`src/rtl/button_conditioner_if.sv`:
```
// Button conditioner port bundle: raw button inputs in, conditioned levels and pulses out.
interface button_conditioner_if #(
   parameter int NUM_BTN = 5
);
   logic [NUM_BTN-1:0] btn_in;
   logic [NUM_BTN-1:0] btn_level;
   logic [NUM_BTN-1:0] btn_press;
   logic [NUM_BTN-1:0] btn_release;
   logic [NUM_BTN-1:0] btn_held;
   logic               any_press;

   modport master (
      output btn_in,
      input  btn_level,
      input  btn_press,
      input  btn_release,
      input  btn_held,
      input  any_press
   );

   modport slave (
      input  btn_in,
      output btn_level,
      output btn_press,
      output btn_release,
      output btn_held,
      output any_press
   );
endinterface

```
`src/rtl/button_conditioner.sv`:
```
// Per-channel 2-FF sync, debounce, edge detect and hold/auto-repeat for raw push buttons.
// Every output is registered; channels are independent.
module button_conditioner #(
   parameter int NUM_BTN         = 5,
   parameter int DEBOUNCE_CYCLES = 4,
   parameter int HOLD_CYCLES     = 20,
   parameter int REPEAT_CYCLES   = 8,
   parameter int REPEAT_EN       = 1
) (
   input  logic                 clk,
   input  logic                 rst,
   button_conditioner_if.slave  bus
);
   localparam int TMAX = (HOLD_CYCLES > REPEAT_CYCLES) ? HOLD_CYCLES : REPEAT_CYCLES;
   localparam int TW   = $clog2(TMAX + 1);
   localparam int DW   = (DEBOUNCE_CYCLES > 1) ? $clog2(DEBOUNCE_CYCLES) : 1;

   localparam logic [DW-1:0] DB_LAST   = DW'(DEBOUNCE_CYCLES - 1);
   localparam logic [TW-1:0] HOLD_LAST = TW'(HOLD_CYCLES - 1);
   localparam logic [TW-1:0] REP_LAST  = TW'(REPEAT_CYCLES - 1);
   localparam logic          REP_ON    = (REPEAT_EN != 0);

   typedef enum logic [1:0] {
      IDLE    = 2'd0,
      PRESSED = 2'd1,
      REPEAT  = 2'd2
   } state_t;

   logic [NUM_BTN-1:0] sync1_r, sync2_r;
   logic [NUM_BTN-1:0] level_r, level_s;
   logic [NUM_BTN-1:0] rise_s, fall_s;
   logic [NUM_BTN-1:0] press_r, press_s;
   logic [NUM_BTN-1:0] release_r, release_s;
   logic [NUM_BTN-1:0] held_r, held_s;
   logic               any_press_r;
   logic [DW-1:0]      db_cnt_r [NUM_BTN];
   logic [DW-1:0]      db_cnt_s [NUM_BTN];
   logic [TW-1:0]      timer_r  [NUM_BTN];
   logic [TW-1:0]      timer_s  [NUM_BTN];
   state_t             state_r  [NUM_BTN];
   state_t             state_s  [NUM_BTN];

   // Debounce and hold/repeat next-state logic; the FSM sees the next level so press lines up with level.
   always_comb begin
      level_s   = level_r;
      rise_s    = '0;
      fall_s    = '0;
      press_s   = '0;
      release_s = '0;
      held_s    = held_r;
      db_cnt_s  = db_cnt_r;
      timer_s   = timer_r;
      state_s   = state_r;
      for (int i = 0; i < NUM_BTN; i++) begin
         if (sync2_r[i] == level_r[i]) begin
            db_cnt_s[i] = '0;
         end else if (db_cnt_r[i] == DB_LAST) begin
            level_s[i]  = sync2_r[i];
            db_cnt_s[i] = '0;
         end else begin
            db_cnt_s[i] = db_cnt_r[i] + DW'(1);
         end
         rise_s[i] = level_s[i] & ~level_r[i];
         fall_s[i] = ~level_s[i] & level_r[i];

         if (fall_s[i]) begin
            release_s[i] = 1'b1;
            held_s[i]    = 1'b0;
            timer_s[i]   = '0;
            state_s[i]   = IDLE;
         end else begin
            case (state_r[i])
               IDLE: begin
                  if (rise_s[i]) begin
                     press_s[i] = 1'b1;
                     timer_s[i] = '0;
                     state_s[i] = PRESSED;
                  end else begin
                     timer_s[i] = '0;
                  end
               end
               PRESSED: begin
                  if (timer_r[i] == HOLD_LAST) begin
                     held_s[i]  = 1'b1;
                     press_s[i] = REP_ON;
                     timer_s[i] = '0;
                     state_s[i] = REPEAT;
                  end else begin
                     timer_s[i] = timer_r[i] + TW'(1);
                  end
               end
               REPEAT: begin
                  // Without auto-repeat the timer simply stays frozen here.
                  if (!REP_ON) begin
                     timer_s[i] = timer_r[i];
                  end else if (timer_r[i] == REP_LAST) begin
                     press_s[i] = 1'b1;
                     timer_s[i] = '0;
                  end else begin
                     timer_s[i] = timer_r[i] + TW'(1);
                  end
               end
               default: begin
                  held_s[i]  = 1'b0;
                  timer_s[i] = '0;
                  state_s[i] = IDLE;
               end
            endcase
         end
      end
   end

   // State and output registers with synchronous reset.
   always_ff @(posedge clk) begin
      if (rst) begin
         sync1_r     <= '0;
         sync2_r     <= '0;
         level_r     <= '0;
         press_r     <= '0;
         release_r   <= '0;
         held_r      <= '0;
         any_press_r <= 1'b0;
         for (int i = 0; i < NUM_BTN; i++) begin
            db_cnt_r[i] <= '0;
            timer_r[i]  <= '0;
            state_r[i]  <= IDLE;
         end
      end else begin
         sync1_r     <= bus.btn_in;
         sync2_r     <= sync1_r;
         level_r     <= level_s;
         press_r     <= press_s;
         release_r   <= release_s;
         held_r      <= held_s;
         any_press_r <= |press_s;
         db_cnt_r    <= db_cnt_s;
         timer_r     <= timer_s;
         state_r     <= state_s;
      end
   end

   assign bus.btn_level   = level_r;
   assign bus.btn_press   = press_r;
   assign bus.btn_release = release_r;
   assign bus.btn_held    = held_r;
   assign bus.any_press   = any_press_r;
endmodule

```
`src/flat_wrapper.sv`:
```
// flat-port wrapper written by rule: the top's interface ports become plain ports
module button_conditioner_flat 
#(
   parameter int NUM_BTN         = 5,
   parameter int DEBOUNCE_CYCLES = 4,
   parameter int HOLD_CYCLES     = 20,
   parameter int REPEAT_CYCLES   = 8,
   parameter int REPEAT_EN       = 1
)
  (clk, rst, bus_btn_in, bus_btn_level, bus_btn_press, bus_btn_release, bus_btn_held, bus_any_press);
  button_conditioner_if #(.NUM_BTN(NUM_BTN)) bus_i ();
  input  logic clk;
  input  logic rst;
  input wire logic [$bits(bus_i.btn_in)-1:0] bus_btn_in;
  output wire logic [$bits(bus_i.btn_level)-1:0] bus_btn_level;
  output wire logic [$bits(bus_i.btn_press)-1:0] bus_btn_press;
  output wire logic [$bits(bus_i.btn_release)-1:0] bus_btn_release;
  output wire logic [$bits(bus_i.btn_held)-1:0] bus_btn_held;
  output wire logic [$bits(bus_i.any_press)-1:0] bus_any_press;
  assign bus_i.btn_in = bus_btn_in;
  assign bus_btn_level = bus_i.btn_level;
  assign bus_btn_press = bus_i.btn_press;
  assign bus_btn_release = bus_i.btn_release;
  assign bus_btn_held = bus_i.btn_held;
  assign bus_any_press = bus_i.any_press;
  button_conditioner #(.NUM_BTN(NUM_BTN), .DEBOUNCE_CYCLES(DEBOUNCE_CYCLES), .HOLD_CYCLES(HOLD_CYCLES), .REPEAT_CYCLES(REPEAT_CYCLES), .REPEAT_EN(REPEAT_EN)) u_core (.clk(clk), .rst(rst), .bus(bus_i));
endmodule
```
`config.mk`:
```
export PLATFORM = sky130hd
export DESIGN_NAME = button_conditioner_flat
export DESIGN_NICKNAME = d
export VERILOG_FILES = /design/src/rtl/button_conditioner_if.sv /design/src/rtl/button_conditioner.sv /design/src/flat_wrapper.sv
export SDC_FILE = /design/constraint.sdc
export NUM_CORES = 1
export LEC_CHECK = 0
export ABC_AREA = 1
export ABC_CLOCK_PERIOD_IN_PS = 3400
export BUFFER_PORTS_ARGS = -buffer_cell sky130_fd_sc_hd__buf_2
export CELL_PAD_IN_SITES_DETAIL_PLACEMENT = 1
export CELL_PAD_IN_SITES_GLOBAL_PLACEMENT = 1
export CORE_UTILIZATION = 48
export DETAILED_ROUTE_END_ITERATION = 10
export HOLD_SLACK_MARGIN = 0.03
export PLACE_DENSITY_LB_ADDON = 0.1
export SLEW_MARGIN = 25
export SYNTH_ARGS = -nofsm -noshare
export SYNTH_HDL_FRONTEND = slang
export SYNTH_SLANG_ARGS = --single-unit
```
`constraint.sdc`:
```
create_clock -name clk -period 3.4 [get_ports clk]
set_clock_uncertainty 0.2 [all_clocks]
set_input_delay 0.68 -clock clk [delete_from_list [all_inputs] [get_ports clk]]
set_output_delay 0.68 -clock clk [all_outputs]
set_load 0.02 [all_outputs]
```
==> qor.yml <==
synth_area_leader_cell: "dfxtp_1"
io_buffers: 27
outcome: "complete, no violations"
maxSlewViolCount: 0
cp.required_ns: 2.52
yosysSeqAreaShare_pct: 42.0
cts_tree: "built"
gp_congestion: 0.777
max_stage_delay_ns: 0.48
dieArea_mm2: 0.00789
areaGrowthSynthToFinish_pct: 11.9
vias_per_cell: 4.96
finalCritPeriodShare_pct: 56.5
dr.pass1.iters: 4
p_clk_share_pct: 28.8
multiInputGateArea_mm2: 0.00180
wl_mm: 7.48
p_int_uw: 1550
via_count: 2856
finalHoldViolations: 0
ys_top_cells_by_count: "dfxtp_1, nor2_1, inv_1, nand2_1, nand3_1"
tns_ns: 0
htree_levels: 3
whs_ns: 0.204
num_io_pins: 28
fp-row-count: 31
ys_types: 29
leakagePower_uw: 0.00182
drc: 0
die_h_um: 88.8
design_area_mm2: 0.00405
cp_top_family: "flip-flops"
pwr-share-comb_pct: 28.4
slew_headroom_pct: 65.9
irDropWorstVdd_uv: 306
ant_nets: 0
slowest_stage: "dfxtp_1"
pwr-share-seq_pct: 42.8
clk_path_buf_depth: 2
synth_top_area_share_pct: 42.0
end_kind: "output port"
syn_area_mm2: 0.00362
worstPathCellList: "buf_2"
synth_area_per_cell_um2: 8.25
yosys_warnings: 0
switching_share_pct: 34.3
grt_usage_pct: 20.6
total_power_uw: 2360
ys_ff_latch: 76
ctsHoldBuffers: 0
drv_cap: 0
worstPathArrival_ns: 1.04
postCtsSetupBuffers: 0
syn_inst: 439
critPathMaxFanout: 4
placed_cell_area_mm2: 0.00386
yosysMostFrequentCell: "dfxtp_1"
power.switching_uw: 812
antenna_found_initial: 0
synth_ff_type: "dfxtp_1"
critPathLaunchType: "flop"
diodes: 0
cts_sinks: 76
setup_viol: 0
dr.first_iter.drc_count: 55
core_mm2: 0.00725
async_reset_ff_share_pct: 0
seq_area_mm2: 0.00152
grt_pass1_vias: 2814
synth_edf_count: 0
start_util_pct: 49.9
insertion_delay_ns: 0.35
post-dp-hpwl_mm: 5.69
fp.dieW_um: 88.8
root_buffer: "clkbuf_8"
crit_buf_inv: 1
tightest_slew_ns: 0.511
nFillCells: 910
grt_start_max_net_pins: 28
power.density_mw_per_mm2: 584
rsz0062_at_grt: "no"
grt-ovfl-total: 0
cts_resized: 0
nets: 515
numCtsBuffers: 9
ys_top_cells_by_area: "dfxtp_1, ha_1, nor2_1"
synth_fp_nets: 480
grt_pass1_wl_mm: 12.6
clkTransAtPathRegs_ns: 0.07
fin_crit_ns: 1.92
min_path_type: "flop to flop"
wl_per_cell_um: 13.0
crit_type: "flop to output port"
max_clock_freq_mhz: 521
layout-drive-gt1-share_pct: 18.7
area by class of cell:
| class | instances | share of cell area (%) |
|---|---|---|
| Timing Repair Buffer | 27 | 3.34 |
| Sequential cell | 76 | 37.6 |
| Tap cell | 99 | 3.06 |
| Clock buffer | 12 | 3.83 |
| Inverter | 73 | 6.95 |
| Clock inverter | 2 | 0.865 |
| Multi-Input combinational cell | 287 | 44.4 |
worst register-to-register path, cell delays in order (launching register included):
cell     delay [ns]
dfxtp_1        0.38
inv_1          0.11
ha_1           0.26
nand4_1        0.12
nand3_1        0.11
nand2_1        0.11
nand3_1        0.10
nor2_1         0.11
nor2_1         0.04
per-stage QoR:
stage          utilization [%]  cells  setup WS, ns
2_1_floorplan                -    439          1.86
3_3_place_gp              53.2    562          1.46
3_5_place_dp              53.2    562          1.41
4_1_cts                   55.8    576          1.46
5_1_grt                   55.8    576          1.46
6_report                  55.8    576          1.48
sequential cells by signal, summed over array words and instances, names as in the netlist:
register,cells
u_core.bus.btn_level,5
u_core.bus.btn_release,5
u_core.sync1_r,5
u_core.timer_r,25
u_core.bus.btn_press,5
u_core.db_cnt_r,10
u_core.bus.any_press,1
u_core.state_r,10
u_core.bus.btn_held,5
u_core.sync2_r,5
cell families after synthesis:
logic type,synth area share (%)
AO/OA/AOI/OAI,6.84
flip-flops,42.0
adder cells (fa/ha/maj),11.8
XOR/XNOR,2.42
AND/OR/NAND/NOR,28.7
buffers and inverters,8.30
metal layers:
layer	wire (um)	vias to the layer above	part of all wire, %	track usage [%]
met5	0	-	0	0
met4	121	0	1.6	8.06
met3	146	10	2.0	3.36
met2	3550	31	47	34.3
met1	3670	1336	49	26.7
li1	-	1479	-	-
power groups by stage:
| stage | Combinational, uW | Sequential, uW | Clock [uW] |
|---|---|---|---|
| CTS | 676 | 1010 | 698 |
| floorplan | 493 | 1040 | 0 |
| detailed placement | 666 | 1030 | 0 |
| global route | 764 | 1020 | 734 |
| global placement | 637 | 1030 | 0 |
| finish | 672 | 1010 | 682 |
cell usage in the layout (no fill, tap or decap):
cell,synthesis,layout
xor2_1,10,10
nand2_4,4,4
o21ai_0,7,7
buf_2,0,27
bufinv_16,0,1
nand2_1,44,44
ha_1,34,34
nand2_2,8,8
o21ai_2,1,1
a211oi_1,4,4
o211ai_1,5,5
clkinv_2,0,1
nor2_1,64,64
inv_4,1,1
nor2_2,3,3
o2111a_1,1,1
nand4_1,7,7
dfxtp_1,76,76
o21ai_1,4,4
inv_2,11,11
nand3_2,11,11
clkbuf_8,0,11
nor2_4,3,3
inv_1,60,60
nor3_1,18,18
nand3_4,1,1
a21oi_1,16,16
nor4_2,3,3
nand3_1,37,37
a211oi_2,2,2
clkbuf_1,2,1
clkinv_4,1,1
worst paths after layout:
kind         depth (start not counted)                    start              endpoint  slack, ns
max                                  1  u_core.bus.btn_level[2]      bus_btn_level[2]       1.48
min                                  2        u_core.sync1_r[3]     u_core.sync2_r[3]       0.20
max reg2reg                          8        u_core.state_r[6]  u_core.bus.any_press       1.72
min reg2reg                          2        u_core.sync1_r[3]     u_core.sync2_r[3]       0.20
No activity file was read; power rests on OpenSTA's default activity.
